## src/rtl/burst_sched_pkg.sv

```systemverilog
// burst_sched_pkg: shared defaults, widths and state types for the burst credit scheduler
package burst_sched_pkg;
   localparam int N_CH_D    = 4;
   localparam int CNT_MAX_D = 24;
   localparam int DIV_D     = 4;
   localparam int CRD_MAX_D = 15;
   localparam int CNT_W     = $clog2(CNT_MAX_D + 1);
   localparam int CRD_W     = $clog2(CRD_MAX_D + 1);
   typedef enum logic {M_IDLE, M_COUNT} meas_state_t;
   typedef enum logic {S_IDLE, S_SERVE} sched_state_t;
endpackage

```

## src/rtl/burst_meter.sv

```systemverilog
// burst_meter: measures one channel's burst length and accumulates saturating pending credit
module burst_meter
   import burst_sched_pkg::*;
#(
   parameter int CNT_MAX = CNT_MAX_D,
   parameter int DIV     = DIV_D,
   parameter int CRD_MAX = CRD_MAX_D
) (
   input  logic                             clk,
   input  logic                             reset,
   input  logic                             in,
   input  logic                             clr,
   output logic [$clog2(CRD_MAX + 1)-1:0]   pend,
   output logic                             drop
);
   localparam int cnt_w = $clog2(CNT_MAX + 1);
   localparam int crd_w = $clog2(CRD_MAX + 1);
   localparam int sum_w = (cnt_w > crd_w ? cnt_w : crd_w) + 1;
   localparam int sh    = $clog2(DIV);
   meas_state_t      state;
   logic [cnt_w-1:0] cnt;
   logic [cnt_w-1:0] credit;
   logic [crd_w-1:0] base;
   logic [sum_w-1:0] sum;
   logic             done;
   logic             clip;
   // a grant in the same cycle as a completion starts the new total from zero
   always_comb begin
      done   = (state == M_COUNT) && !in;
      credit = cnt >> sh;
      base   = clr ? '0 : pend;
      sum    = sum_w'(base) + sum_w'(credit);
      clip   = sum > sum_w'(CRD_MAX);
   end
   always_ff @(posedge clk) begin
      if (reset) begin
         state <= M_IDLE;
         cnt   <= '0;
         pend  <= '0;
         drop  <= 1'b0;
      end else begin
         drop <= 1'b0;
         if (state == M_IDLE) begin
            if (in) begin
               state <= M_COUNT;
               cnt   <= cnt_w'(1);
            end
         end else if (in) begin
            cnt <= (cnt == cnt_w'(CNT_MAX)) ? cnt : cnt + 1'b1;
         end else begin
            state <= M_IDLE;
            cnt   <= '0;
         end
         if (done && credit != '0) begin
            pend <= clip ? crd_w'(CRD_MAX) : sum[crd_w-1:0];
            drop <= clip;
         end else if (clr) begin
            pend <= '0;
         end
      end
   end
endmodule

```

## src/rtl/burst_credit_sched.sv

```systemverilog
// burst_credit_sched: per-channel burst metering with round-robin service of credits on one shared pulse line
module burst_credit_sched
   import burst_sched_pkg::*;
#(
   parameter int N_CH    = N_CH_D,
   parameter int CNT_MAX = CNT_MAX_D,
   parameter int DIV     = DIV_D,
   parameter int CRD_MAX = CRD_MAX_D
) (
   input  logic                        clk,
   input  logic                        reset,
   input  logic [N_CH-1:0]             in,
   output logic                        out,
   output logic [$clog2(N_CH)-1:0]     out_ch,
   output logic                        busy,
   output logic                        drop
);
   localparam int ch_w  = $clog2(N_CH);
   localparam int crd_w = $clog2(CRD_MAX + 1);
   logic [crd_w-1:0] pend [N_CH];
   logic [N_CH-1:0]  clr;
   logic [N_CH-1:0]  drops;
   sched_state_t     state;
   logic [ch_w-1:0]  ptr;
   logic [ch_w-1:0]  gnt;
   logic [crd_w-1:0] rem;
   logic             found;
   for (genvar i = 0; i < N_CH; i++) begin : g_meter
      burst_meter #(.CNT_MAX(CNT_MAX), .DIV(DIV), .CRD_MAX(CRD_MAX)) u_meter (
         .clk   (clk),
         .reset (reset),
         .in    (in[i]),
         .clr   (clr[i]),
         .pend  (pend[i]),
         .drop  (drops[i])
      );
   end
   // search starts one past the last served channel so every channel gets a turn
   always_comb begin
      found = 1'b0;
      gnt   = '0;
      for (int k = 1; k <= N_CH; k++) begin
         if (!found && pend[(int'(ptr) + k) % N_CH] != '0) begin
            found = 1'b1;
            gnt   = ch_w'((int'(ptr) + k) % N_CH);
         end
      end
      clr = (state == S_IDLE && found) ? (N_CH'(1) << gnt) : '0;
   end
   assign out  = (state == S_SERVE);
   assign busy = out;
   assign drop = |drops;
   always_ff @(posedge clk) begin
      if (reset) begin
         state  <= S_IDLE;
         ptr    <= ch_w'(N_CH - 1);
         rem    <= '0;
         out_ch <= '0;
      end else if (state == S_IDLE) begin
         if (found) begin
            state  <= S_SERVE;
            ptr    <= gnt;
            out_ch <= gnt;
            rem    <= pend[gnt];
         end
      end else if (rem == crd_w'(1)) begin
         state  <= S_IDLE;
         out_ch <= '0;
         rem    <= '0;
      end else begin
         rem <= rem - 1'b1;
      end
   end
endmodule

```

## config.mk

```make
export PLATFORM = sky130hd
export DESIGN_NAME = burst_credit_sched
export DESIGN_NICKNAME = d
export VERILOG_FILES = /design/src/rtl/burst_sched_pkg.sv /design/src/rtl/burst_meter.sv /design/src/rtl/burst_credit_sched.sv
export SDC_FILE = /design/constraint.sdc
export NUM_CORES = 1
export LEC_CHECK = 0
export ABC_AREA = 1
export CAP_MARGIN = 20
export CELL_PAD_IN_SITES_DETAIL_PLACEMENT = 0
export CELL_PAD_IN_SITES_GLOBAL_PLACEMENT = 1
export CORE_ASPECT_RATIO = 0.6
export CORE_MARGIN = 3
export CORE_UTILIZATION = 41
export DETAILED_ROUTE_END_ITERATION = 10
export GPL_TIMING_DRIVEN = 0
export PLACE_DENSITY = 0.81
export SETUP_SLACK_MARGIN = 0.02
export SLEW_MARGIN = 20
export SYNTH_ARGS = -nofsm -noshare
export SYNTH_HDL_FRONTEND = slang
export SYNTH_SLANG_ARGS = --single-unit
```

## constraint.sdc

```tcl
create_clock -name clk -period 2.6 [get_ports clk]
set_input_delay 0.65 -clock clk [delete_from_list [all_inputs] [get_ports clk]]
set_output_delay 0.65 -clock clk [all_outputs]
set_load 0.02 [all_outputs]
```

After elaboration in Yosys (flattened, before gate mapping) --
Cells that the tools add are included.
Cells by class: shift-type cells 1, reduce and logical (&&, ||, !) cells 47, equality and inequality tests 10, $lt $le $gt $ge 9, $add $sub $neg 13, bitwise operators 14, muxes and demuxes 65
Operators by type and width (count):
- 32-bit by 3-bit greater-or-equal comparator with 1-bit output (second input constant) | 4
- 32-bit NOT | 4
- 4-bit two-way mux | 26
- 5-bit two-way mux | 16
- 4-bit binary-select mux with 2-bit select | 5
- 6-bit by 4-bit greater-than comparator with 1-bit output (second input constant) | 4
- 4-bit by 3-bit adder with 5-bit output | 4
- 5-bit by 1-bit adder with 5-bit output (second input constant) | 4
- 5-bit equality test (second input constant) | 4
- 5-bit nonzero test | 4
- 4-bit nonzero test | 4
- 2-bit OR reduction | 8
- 2-bit two-way mux | 7
- 1-bit logical AND | 12
- 3-bit != test (second input constant) | 4
- 2-bit AND reduction | 6
- 1-bit two-way mux | 11
- 2-bit nonzero test | 5
- 1-bit logical NOT | 7
- 1-bit NOT | 5
- 2-bit by 1-bit adder with 2-bit output (second input constant) | 2
- 2-bit adder (second input constant) | 2
- 1-bit bitwise AND (first input constant) | 4
- 4-bit by 1-bit equality test with 1-bit output (second input constant) | 1
- 6 further kinds | 6
Storage, ports and cells: input bits 6, word-level logic and storage cells 179, register bits 53, output and inout port bits 5

Logic depth before layout (Yosys ltp) --
Gate-level depths: netlist of run 1.
depth in word-level cells 25, gate-level depth with buffers 25, mapped depth without buffers 23

Modules after synthesis --
A second synthesis of run 1 with hierarchy kept.
Second synthesis, totals: cell total of the unflattened synthesis 617, area, all modules 3882.5 um^2
By module, submodules not included:
- burst_meter | cells each 106, times used 4, area an instance 709.4 um^2, sequential area each 220.2 um^2
- burst_credit_sched | cells each 193, times used 1, area an instance 1044.8 um^2, sequential area each 180.2 um^2

Worst setup path before layout of run 1 --
OpenSTA, ideal clock, no wires.
kind register -> register, from register ptr[0], to register g_meter[3].u_meter.pend[0], cell stages (with the launch flop) 21, buffers on the path 2, setup slack -233 ps, required time 2539 ps, arrival time 2772 ps, clock period less this slack 2833 ps, library setup time 61 ps, path through dfxtp_1 buf_6 inv_4 buf_6 nor2_2 nand3_1 nand2_1 inv_2 a31oi_2 nand3_4 nand3_4 nand2_1 inv_2 ha_1 inv_1 fa_1 o21ai_0 inv_1 nor3_1 nand3_1 nand2_1
Between the ends: cells in the longest elaborated chain, start to end 23, elaborated cells on any way between the ends 46, classes of those cells 5 x add/sub; 1 x order compare; 1 x shift; 24 x mux; 4 x bitwise; 11 x reduce/logical
RTL lines:
- start, declared | RTL line burst_credit_sched.sv:24 | logic [ch_w-1:0] ptr;
- start signal, assigned | RTL line burst_credit_sched.sv:56 | ptr <= ch_w'(N_CH - 1);
- start signal, assigned | RTL line burst_credit_sched.sv:62 | ptr <= gnt;
- 2-bit by 1-bit adder with 2-bit output | RTL line burst_credit_sched.sv:43, burst_credit_sched.sv:45
- 32-bit NOT (implied by the code) | RTL line burst_credit_sched.sv:43 | if (!found && pend[(int'(ptr) + k) % N_CH] != '0) begin
- 4-bit binary-select mux with 2-bit select | RTL line burst_credit_sched.sv:43
- 4-bit two-way mux (implied by the code) (2 in a row) | RTL line burst_credit_sched.sv:43
- 4-bit nonzero test | RTL line burst_credit_sched.sv:43
- 1-bit two-way mux | RTL line burst_credit_sched.sv:43
- 1-bit logical NOT | RTL line burst_credit_sched.sv:43
- 1-bit logical AND | RTL line burst_credit_sched.sv:43
- [6 not listed]
- 2-bit two-way mux or 1-bit two-way mux (tied branches) | RTL line burst_credit_sched.sv:43
- 1-bit by 2-bit left shift with 4-bit output or 1-bit logical AND (tied branches) | RTL line burst_credit_sched.sv:48 | clr = (state == S_IDLE && found) ? (N_CH'(1) << gnt) : '0;
- 4-bit two-way mux (*) | RTL line burst_credit_sched.sv:48
- 4-bit two-way mux (*) | RTL line burst_meter.sv:31 | base = clr ? '0 : pend;
- 4-bit by 3-bit adder with 5-bit output | RTL line burst_meter.sv:32 | sum = sum_w'(base) + sum_w'(credit);
- 6-bit by 4-bit greater-than comparator with 1-bit output | RTL line burst_meter.sv:33 | clip = sum > sum_w'(CRD_MAX);
- 4-bit two-way mux | RTL line burst_meter.sv:55 | pend <= clip ? crd_w'(CRD_MAX) : sum[crd_w-1:0];
- 4-bit two-way mux (*) | RTL line burst_meter.sv:54 | if (done && credit != '0) begin
- end signal, assigned | RTL line burst_meter.sv:55
- end, declared | RTL line burst_meter.sv:13 | output logic [$clog2(CRD_MAX + 1)-1:0] pend,
Mark *: on every way between the ends. The rest lies on a longest branch, timed or not. The select of a mux whose other input is x is not followed. A chain may end at the register's enable or synchronous reset.

Worst setup path after layout of run 1 --
from register ptr[0], to register g_meter[2].u_meter.pend[3]
Between the ends: cells in the longest elaborated chain, start to end 23, elaborated cells on any way between the ends 46, classes of those cells 5 x add/sub; 1 x order compare; 1 x shift; 24 x mux; 4 x bitwise; 11 x reduce/logical
RTL lines (RTL line):
- 2-bit by 1-bit adder with 2-bit output | burst_credit_sched.sv:43, burst_credit_sched.sv:45
- 32-bit NOT (implied by the code) | burst_credit_sched.sv:43
- 4-bit binary-select mux with 2-bit select | burst_credit_sched.sv:43
- 4-bit two-way mux (implied by the code) (2 in a row) | burst_credit_sched.sv:43
- 4-bit nonzero test | burst_credit_sched.sv:43
- 1-bit two-way mux | burst_credit_sched.sv:43
- 1-bit logical NOT | burst_credit_sched.sv:43
- 1-bit logical AND | burst_credit_sched.sv:43
- [6 not listed]
- 2-bit two-way mux or 1-bit two-way mux (tied branches) | burst_credit_sched.sv:43
- 1-bit by 2-bit left shift with 4-bit output or 1-bit logical AND (tied branches) | burst_credit_sched.sv:48
- 4-bit two-way mux (*) | burst_credit_sched.sv:48
- 4-bit two-way mux (*) | burst_meter.sv:31
- 4-bit by 3-bit adder with 5-bit output | burst_meter.sv:32
- 6-bit by 4-bit greater-than comparator with 1-bit output | burst_meter.sv:33
- 4-bit two-way mux | burst_meter.sv:55
- 4-bit two-way mux (*) | burst_meter.sv:54
- end signal, assigned | burst_meter.sv:55
- end, declared | burst_meter.sv:13
Marks and branches as above.

==> Flow_metrics.wiki, run 1 <==
{| class="wikitable"
! Metric !! Value
|-
| Number of antenna violations at the first check in global routing || 0
|-
| Number of distinct library cells after synthesis || 40
|-
| Worst r2r path cells || 20
|-
| Leakage component of the power || 2.29 nW
|-
| Final cell utilization of the core || 59.9%
|-
| Width of the die || 131 microns
|-
| RSZ-0062 raised after global routing || yes
|-
| Clock tree root buffer cell || sky130_fd_sc_hd__clkbuf_16
|-
| CP startpoint kind || flip-flop
|-
| Kind of capture point of the worst setup path || flip-flop
|-
| Min cycle time layout || 2.87 ns
|-
| Count of port buffers added during placement || 10
|-
| Total clock buffers created by CTS || 5
|-
| Worst clock skew || 0.00733 ns
|-
| Hold crit path type || flip-flop to flip-flop
|-
| Clock slew at reported path FFs || 0.07 ns
|-
| Most frequent cell after synthesis || sky130_fd_sc_hd__nand2_1
|-
| Flops & latches, synth || 53
|-
| Floorplan die height || 81.2 microns
|-
| Slack of the critical path || -0.271 ns
|-
| Inst Count DP || 706
|-
| Synthesis warning total || 0
|-
| Share of final-layout standard cells stronger than drive strength 1 || 29.9%
|-
| Sequential share of the synthesized area || 27.5%
|-
| Top_reg_cell synth || sky130_fd_sc_hd__dfxtp_1
|-
| Signed area change from the synthesized netlist to the final layout || 36.7%
|-
| Global route total overflow || 0
|-
| Violated checks || setup timing
|-
| Number of violations of the max-capacitance limit || 0
|-
| Global placer's final weighted congestion || 0.883
|-
| Number of pins exceeding their max-slew limit in the final report || 0
|-
| Async set-reset flop share out of synthesis || 0%
|-
| Critical path start-end classification || flip-flop to flip-flop
|-
| Arrival time of data at the critical path endpoint || 3.11 ns
|-
| Number of fillers in the final layout || 770
|-
| Area of the placeable core || 8820 sq um
|-
| Wire length of the first global-routing pass || 16.8 mm
|-
| Detailed-router iteration count before antenna repair || 6
|-
| Power density over cell area || 828 nW/um^2
|-
| Insertion delay to the later sink of the worst-skew pair || 0.30 ns
|-
| Max-slew headroom at the worst pin || 53.9%
|-
| Ranking of synthesized cells by instance count || 136 x sky130_fd_sc_hd__nand2_1, 86 x sky130_fd_sc_hd__inv_1, 57 x sky130_fd_sc_hd__nand3_1, 53 x sky130_fd_sc_hd__dfxtp_1, 45 x sky130_fd_sc_hd__nor2_1
|-
| Result of the run || finished with violations
|-
| Hold Crit Depth || 2
|-
| Maximum operating frequency || 0.348 GHz
|-
| Worst-case vdd ir drop || 0.483 mV
|-
| Share of Yosys cell area claimed by the top area cell type || 27.5%
|-
| Count of vias placed by the detailed router || 3852
|-
| Number of cells in the finished layout apart from fillers || 751
|-
| Slew at the pin closest to its max-slew limit || 0.691 ns
|-
| Number of ports placed on the die boundary || 11
|-
| Post-Synthesis Mean Instance Area || 6.78 sq um
|-
| Wire per inst || 14.0 microns
|-
| Cell type with the highest aggregate area in the netlist || sky130_fd_sc_hd__dfxtp_1
|-
| Final setup violation count || 20
|-
| Clock tree from TritonCTS || yes
|-
| Number of global-route vias before repair || 3487
|-
| Critical-path maximum fanout || 6
|-
| H-tree level count || 2
|-
| GRT Overall Usage || 19.4%
|-
| Number of violations reported at the end of detailed-routing iteration 0 || 278
|-
| Crit share post-route || 110%
|-
| HPWL after detailed placement || 7.40 mm
|-
| Syn nets || 602
|-
| Antenna diode count || 0
|-
| Maximum buffer depth of the clock tree || 2
|-
| Setup TNS Final || -4.60 ns
|-
| Detailed-route wire length || 10.5 mm
|-
| Number of nets still failing antenna checks after routing || 0
|-
| Critical path data required time || 2.84 ns
|-
| Post-synthesis instance area || 3860 sq um
|-
| Leading post-synthesis cells by cell area || sky130_fd_sc_hd__dfxtp_1 27%, sky130_fd_sc_hd__nand2_1 13%, sky130_fd_sc_hd__inv_1 8.4%
|-
| Vias per inst || 5.13
|-
| CTS Sinks || 53
|-
| Hold violation total from the final report || 0
|-
| Worst-case setup slack after placement || -0.505 ns
|-
| Post-synth EDFFs || 0
|-
| Starting density of the core || 43.8%
|-
| Maximum number of pins on one net before global-route repair || 19
|-
| Number of core rows || 26
|-
| Post-detailed-route DRC marker count || 0
|-
| Die area || 10700 sq um
|-
| Syn Inst Count || 570
|-
| Nets || 656
|}
worst paths after layout:
| check | start | endpoint | slack (ns) |
|---|---|---|---|
| worst max-delay path | ptr[0] | g_meter[2].u_meter.pend[3] | -0.27 |
| worst min-delay path | out_ch[0] | out_ch[0] | 0.46 |
| worst max register to register | ptr[0] | g_meter[2].u_meter.pend[3] | -0.27 |
| worst min register to register | out_ch[0] | out_ch[0] | 0.46 |
placed cells by master, fill, tap and decap left out, drive strengths merged, types with 6 or more instances in the layout:
cell type / netlist / final
xor2: 7 / 7
clkbuf: 5 / 10
xnor2: 6 / 6
ha: 22 / 22
o21ai: 22 / 22
nor3: 10 / 10
nor2: 53 / 53
buf: 8 / 45
o21bai: 9 / 9
a31oi: 8 / 8
a21oi: 36 / 36
nand3: 63 / 63
clkdlybuf4s50: 0 / 10
nand2: 153 / 153
inv: 92 / 93
dfxtp: 53 / 53
nand4: 9 / 9
state kept, by name (all words and copies together), names as in the netlist:
name / flops
g_meter.u_meter.cnt: 20
g_meter.u_meter.pend: 16
g_meter.u_meter.drop: 4
g_meter.u_meter.state: 4
rem: 4
out_ch: 2
ptr: 2
busy: 1
report_power, final:
| part | switching [mW] | leakage (nW) | internal, mW |
|---|---|---|---|
| registers | 0.0494 | 0.432 | 0.879 |
| clock network | 0.326 | 0.0859 | 0.463 |
| logic | 1.49 | 1.77 | 1.17 |
metrics by stage:
| stage | total power, mW | cell area [sq um] | hold WS, ns |
|---|---|---|---|
| 2_1_floorplan | 2.28 | 3960 | 0.456 |
| 3_3_place_gp | 2.61 | 4220 | 0.454 |
| 3_5_place_dp | 2.63 | 4220 | 0.456 |
| 4_1_cts | 3.89 | 4820 | 0.470 |
| 5_1_grt | 4.64 | 5280 | 0.509 |
| 6_report | 4.37 | 5280 | 0.465 |
timing repair:
| action | 4_1_cts | 5_1_grt |
|---|---|---|
| pin swaps | 53 | 54 |
| gates cloned | 1 | 0 |
| endpoints found under the setup margin | 20 | 20 |
| resized for setup | 52 | 78 |
| setup buffers | 24 | 12 |
| hold buffers | 0 | 0 |
critical path, cell delays in order (launching register included):
cell	delay, ns
sky130_fd_sc_hd__dfxtp_2	0.35
sky130_fd_sc_hd__buf_12	0.14
sky130_fd_sc_hd__inv_8	0.05
sky130_fd_sc_hd__buf_8	0.13
sky130_fd_sc_hd__nor2_4	0.12
sky130_fd_sc_hd__nand3_4	0.11
sky130_fd_sc_hd__nand2_4	0.11
sky130_fd_sc_hd__nor2_2	0.05
sky130_fd_sc_hd__a31oi_4	0.18
sky130_fd_sc_hd__nand3_4	0.17
sky130_fd_sc_hd__buf_6	0.18
sky130_fd_sc_hd__nand2_8	0.07
sky130_fd_sc_hd__nand2_4	0.05
sky130_fd_sc_hd__inv_4	0.06
sky130_fd_sc_hd__ha_4	0.13
sky130_fd_sc_hd__inv_2	0.04
sky130_fd_sc_hd__fa_2	0.38
sky130_fd_sc_hd__o21ai_2	0.18
sky130_fd_sc_hd__buf_4	0.13
sky130_fd_sc_hd__nand4_1	0.09
sky130_fd_sc_hd__nand2_1	0.08
per-layer routing:
| metal | part of all wire, % | track usage, % | up-vias |
|---|---|---|---|
| met2 | 42 | 30.5 | 106 |
| met1 | 49 | 27.8 | 1783 |
| met5 | 0 | 0 | - |
| met4 | 1.5 | 4.19 | 0 |
| met3 | 7.3 | 3.96 | 19 |
| li1 | - | - | 1944 |
cells by family (layout without fill, tap and decap cells):
logic type	Yosys count	in the layout	share of synthesized area (%)
and+or+nand+nor	295	295	37.2
buffers and inverters	105	160	11.4
AOI/OAI and AO/OA	78	78	11.6
DFF	53	53	27.5
adders and majority gates	26	26	9.20
xor gates and xnor gates	13	13	3.14
layout make-up:
class                           instances  area [sq um]  area share [%]
Sequential cell                        53          1060            20.2
Inverter                               92           370            7.01
Multi-Input combinational cell        412          2940            55.6
Buffer                                 13           114            2.16
Clock inverter                          3          50.0           0.948
Tap cell                              126           158            2.99
Timing Repair Buffer                   47           463            8.77
Clock buffer                            5           125            2.37
(Power assumes the default switching activity.)
==> inputs of run 2 (changes only) <==
Settings changed: RECOVER_POWER from default to 50.
==> run 2 against run 1 <==
  * The flow still finishes with violations (setup timing)
  * Setup slack gained 0.0012 ns
  * Register-to-register slack is essentially flat
  * Design area is the same
  * Fmax is essentially flat
==> Flow_metrics.wiki, run 2 (same netlist as run 1, synthesis figures left out) <==
{| class="wikitable"
! Metric !! Value
|-
| Detailed-router iteration count before antenna repair || 5
|-
| Global placer's final weighted congestion || 0.883
|-
| Signed area change from the synthesized netlist to the final layout || 36.7%
|-
| Global route total overflow || 0
|-
| Max-slew headroom at the worst pin || 53.7%
|-
| Leakage component of the power || 2.29 nW
|-
| Violated checks || setup timing
|-
| Total clock buffers created by CTS || 5
|-
| Number of pins exceeding their max-slew limit in the final report || 0
|-
| Leading cell types in the layout, fill and taps excluded || 118 x sky130_fd_sc_hd__nand2_1, 72 x sky130_fd_sc_hd__inv_1, 50 x sky130_fd_sc_hd__dfxtp_1, 39 x sky130_fd_sc_hd__nand3_1, 34 x sky130_fd_sc_hd__a21oi_1
|-
| Nets || 656
|-
| Number of fillers in the final layout || 770
|-
| Critical-path maximum fanout || 6
|-
| Relative contribution of sequential cells to total power || 21.2%
|-
| Arrival time of data at the critical path endpoint || 3.11 ns
|-
| RSZ-0062 raised after global routing || yes
|-
| Most frequent standard cell in the layout excluding fill and tap cells || sky130_fd_sc_hd__nand2_1
|-
| Number of antenna violations at the first check in global routing || 0
|-
| CTS Sinks || 53
|-
| Floorplan die height || 81.2 microns
|-
| Switching Share || 42.6%
|-
| Hold violation total from the final report || 0
|-
| Min cycle time layout || 2.87 ns
|-
| Vias per inst || 5.12
|-
| Detailed-route wire length || 10.5 mm
|-
| Number of global-route vias before repair || 3487
|-
| Crit share post-route || 110%
|-
| Clock slew at reported path FFs || 0.07 ns
|-
| Biggest register || g_meter.u_meter.cnt
|-
| Number of ports placed on the die boundary || 11
|-
| Die area || 10700 sq um
|-
| Worst-case vdd ir drop || 0.483 mV
|-
| Number of nets still failing antenna checks after routing || 0
|-
| Overall power of the completed layout || 4.37 mW
|-
| Hold crit path type || flip-flop to flip-flop
|-
| Share of final-layout standard cells stronger than drive strength 1 || 29.9%
|-
| Wire per inst || 14.0 microns
|-
| Clock tree root buffer cell || sky130_fd_sc_hd__clkbuf_16
|-
| Maximum operating frequency || 0.348 GHz
|-
| Width of the die || 131 microns
|-
| HPWL after detailed placement || 7.40 mm
|-
| Maximum number of pins on one net before global-route repair || 19
|-
| Max reg flops || 20
|-
| Insertion delay to the later sink of the worst-skew pair || 0.30 ns
|-
| Proportion of power drawn by combinational gates || 60.6%
|-
| Power density over cell area || 827 nW/um^2
|-
| Post-detailed-route DRC marker count || 0
|-
| Result of the run || finished with violations
|-
| Multi-input gate area || 2940 sq um
|-
| Count of port buffers added during placement || 10
|-
| Area of the placeable core || 8820 sq um
|-
| GRT Overall Usage || 19.4%
|-
| Setup TNS Final || -4.57 ns
|-
| Slack of the critical path || -0.270 ns
|-
| Largest registers ranked by flip-flop count || g_meter.u_meter.cnt (20), g_meter.u_meter.pend (16)
|-
| Kind of capture point of the worst setup path || flip-flop
|-
| Final setup violation count || 20
|-
| Starting density of the core || 43.8%
|-
| Portion of total power attributed to the clock network || 18.1%
|-
| Internal Power || 2.51 mW
|-
| Critical path data required time || 2.85 ns
|-
| P_sw || 1.86 mW
|-
| Wire length of the first global-routing pass || 16.8 mm
|-
| Count of vias placed by the detailed router || 3846
|-
| Area of all sequential standard cells || 1060 sq um
|-
| Critical path start-end classification || flip-flop to flip-flop
|-
| H-tree level count || 2
|-
| Maximum buffer depth of the clock tree || 2
|-
| Clock tree from TritonCTS || yes
|-
| Worst clock skew || 0.00603 ns
|-
| R2R setup slack || -0.27 ns
|-
| Worst-case setup slack after placement || -0.505 ns
|-
| Number of buffers inserted for hold repair after clock tree synthesis || 0
|-
| Number of core rows || 26
|-
| Antenna diode count || 0
|-
| CP startpoint kind || flip-flop
|-
| Slew at the pin closest to its max-slew limit || 0.695 ns
|-
| Number of violations reported at the end of detailed-routing iteration 0 || 285
|-
| Number of violations of the max-capacitance limit || 0
|}
run 2: cell types whose count changed in the layout (fill, tap and decap cells not counted):
cell                              change
sky130_fd_sc_hd__dlygate4sd3_1        +3
sky130_fd_sc_hd__clkdlybuf4s50_1      -3
run 2: final cells by class:
| type | instances | area share [%] |
|---|---|---|
| multi-input cells | 412 | 55.6 |
| flip-flops and latches | 53 | 20.2 |
| repair buffers | 47 | 8.77 |
| inverters | 92 | 7.01 |
| well taps | 126 | 2.99 |
| clock buffers | 5 | 2.37 |
| plain buffers | 13 | 2.16 |
| clock inverters | 3 | 0.948 |
run 2: worst paths after layout:
path / start / cells past startpoint / to
worst max-delay path: ptr[0] / 20 / g_meter[2].u_meter.pend[3]
worst min-delay path: out_ch[0] / 2 / out_ch[0]
worst max register to register: ptr[0] / 20 / g_meter[2].u_meter.pend[3]
worst min register to register: out_ch[0] / 2 / out_ch[0]
run 2: metal layers:
metal | part of all wire, % | vias to the layer above | GRT usage (%) | routed length [microns]
li1 | - | 1943 | - | -
met5 | 0 | - | 0 | 0
met1 | 49 | 1786 | 27.8 | 5200
met3 | 6.8 | 19 | 3.96 | 713
met2 | 42 | 98 | 30.5 | 4440
met4 | 1.5 | 0 | 4.19 | 159
run 2: metrics by stage:
stage / util, % / cells / cell area [sq um] / hold slack [ns]
after floorplan: - / 570 / 3960 / 0.456
after global placement: 47.9 / 706 / 4220 / 0.454
after detailed placement: 47.9 / 706 / 4220 / 0.456
after CTS: 54.7 / 739 / 4820 / 0.470
after global routing: 59.9 / 751 / 5280 / 0.506
final: 59.9 / 751 / 5280 / 0.461
run 2: worst max-delay path, cell delays in order (launching register included):
cell and delay, ns:
sky130_fd_sc_hd__dfxtp_2 0.35, sky130_fd_sc_hd__buf_12 0.14, sky130_fd_sc_hd__inv_8 0.05, sky130_fd_sc_hd__buf_8 0.13, sky130_fd_sc_hd__nor2_4 0.12, sky130_fd_sc_hd__nand3_4 0.11
sky130_fd_sc_hd__nand2_4 0.11, sky130_fd_sc_hd__nor2_2 0.05, sky130_fd_sc_hd__a31oi_4 0.18, sky130_fd_sc_hd__nand3_4 0.17, sky130_fd_sc_hd__buf_6 0.18, sky130_fd_sc_hd__nand2_8 0.07
sky130_fd_sc_hd__nand2_4 0.05, sky130_fd_sc_hd__inv_4 0.06, sky130_fd_sc_hd__ha_4 0.13, sky130_fd_sc_hd__inv_2 0.04, sky130_fd_sc_hd__fa_2 0.38, sky130_fd_sc_hd__o21ai_2 0.18
sky130_fd_sc_hd__buf_4 0.13, sky130_fd_sc_hd__nand4_1 0.09, sky130_fd_sc_hd__nand2_1 0.08
run 2: what timing repair did:
action / in CTS / in global routing
setup buffers: 24 / 12
cloned: 1 / 0
endpoints found under the setup margin: 20 / 20
resized for setup: 52 / 78
pin swaps: 53 / 54
run 2: power by group through the flow:
| stage | Combinational (mW) | Sequential (mW) | Clock (mW) |
|---|---|---|---|
| 6_report | 2.65 | 0.928 | 0.792 |
| 5_1_grt | 2.85 | 0.938 | 0.849 |
| 4_1_cts | 2.15 | 0.928 | 0.810 |
| 3_5_place_dp | 1.69 | 0.943 | 0 |
| 3_3_place_gp | 1.67 | 0.941 | 0 |
| 2_1_floorplan | 1.32 | 0.962 | 0 |
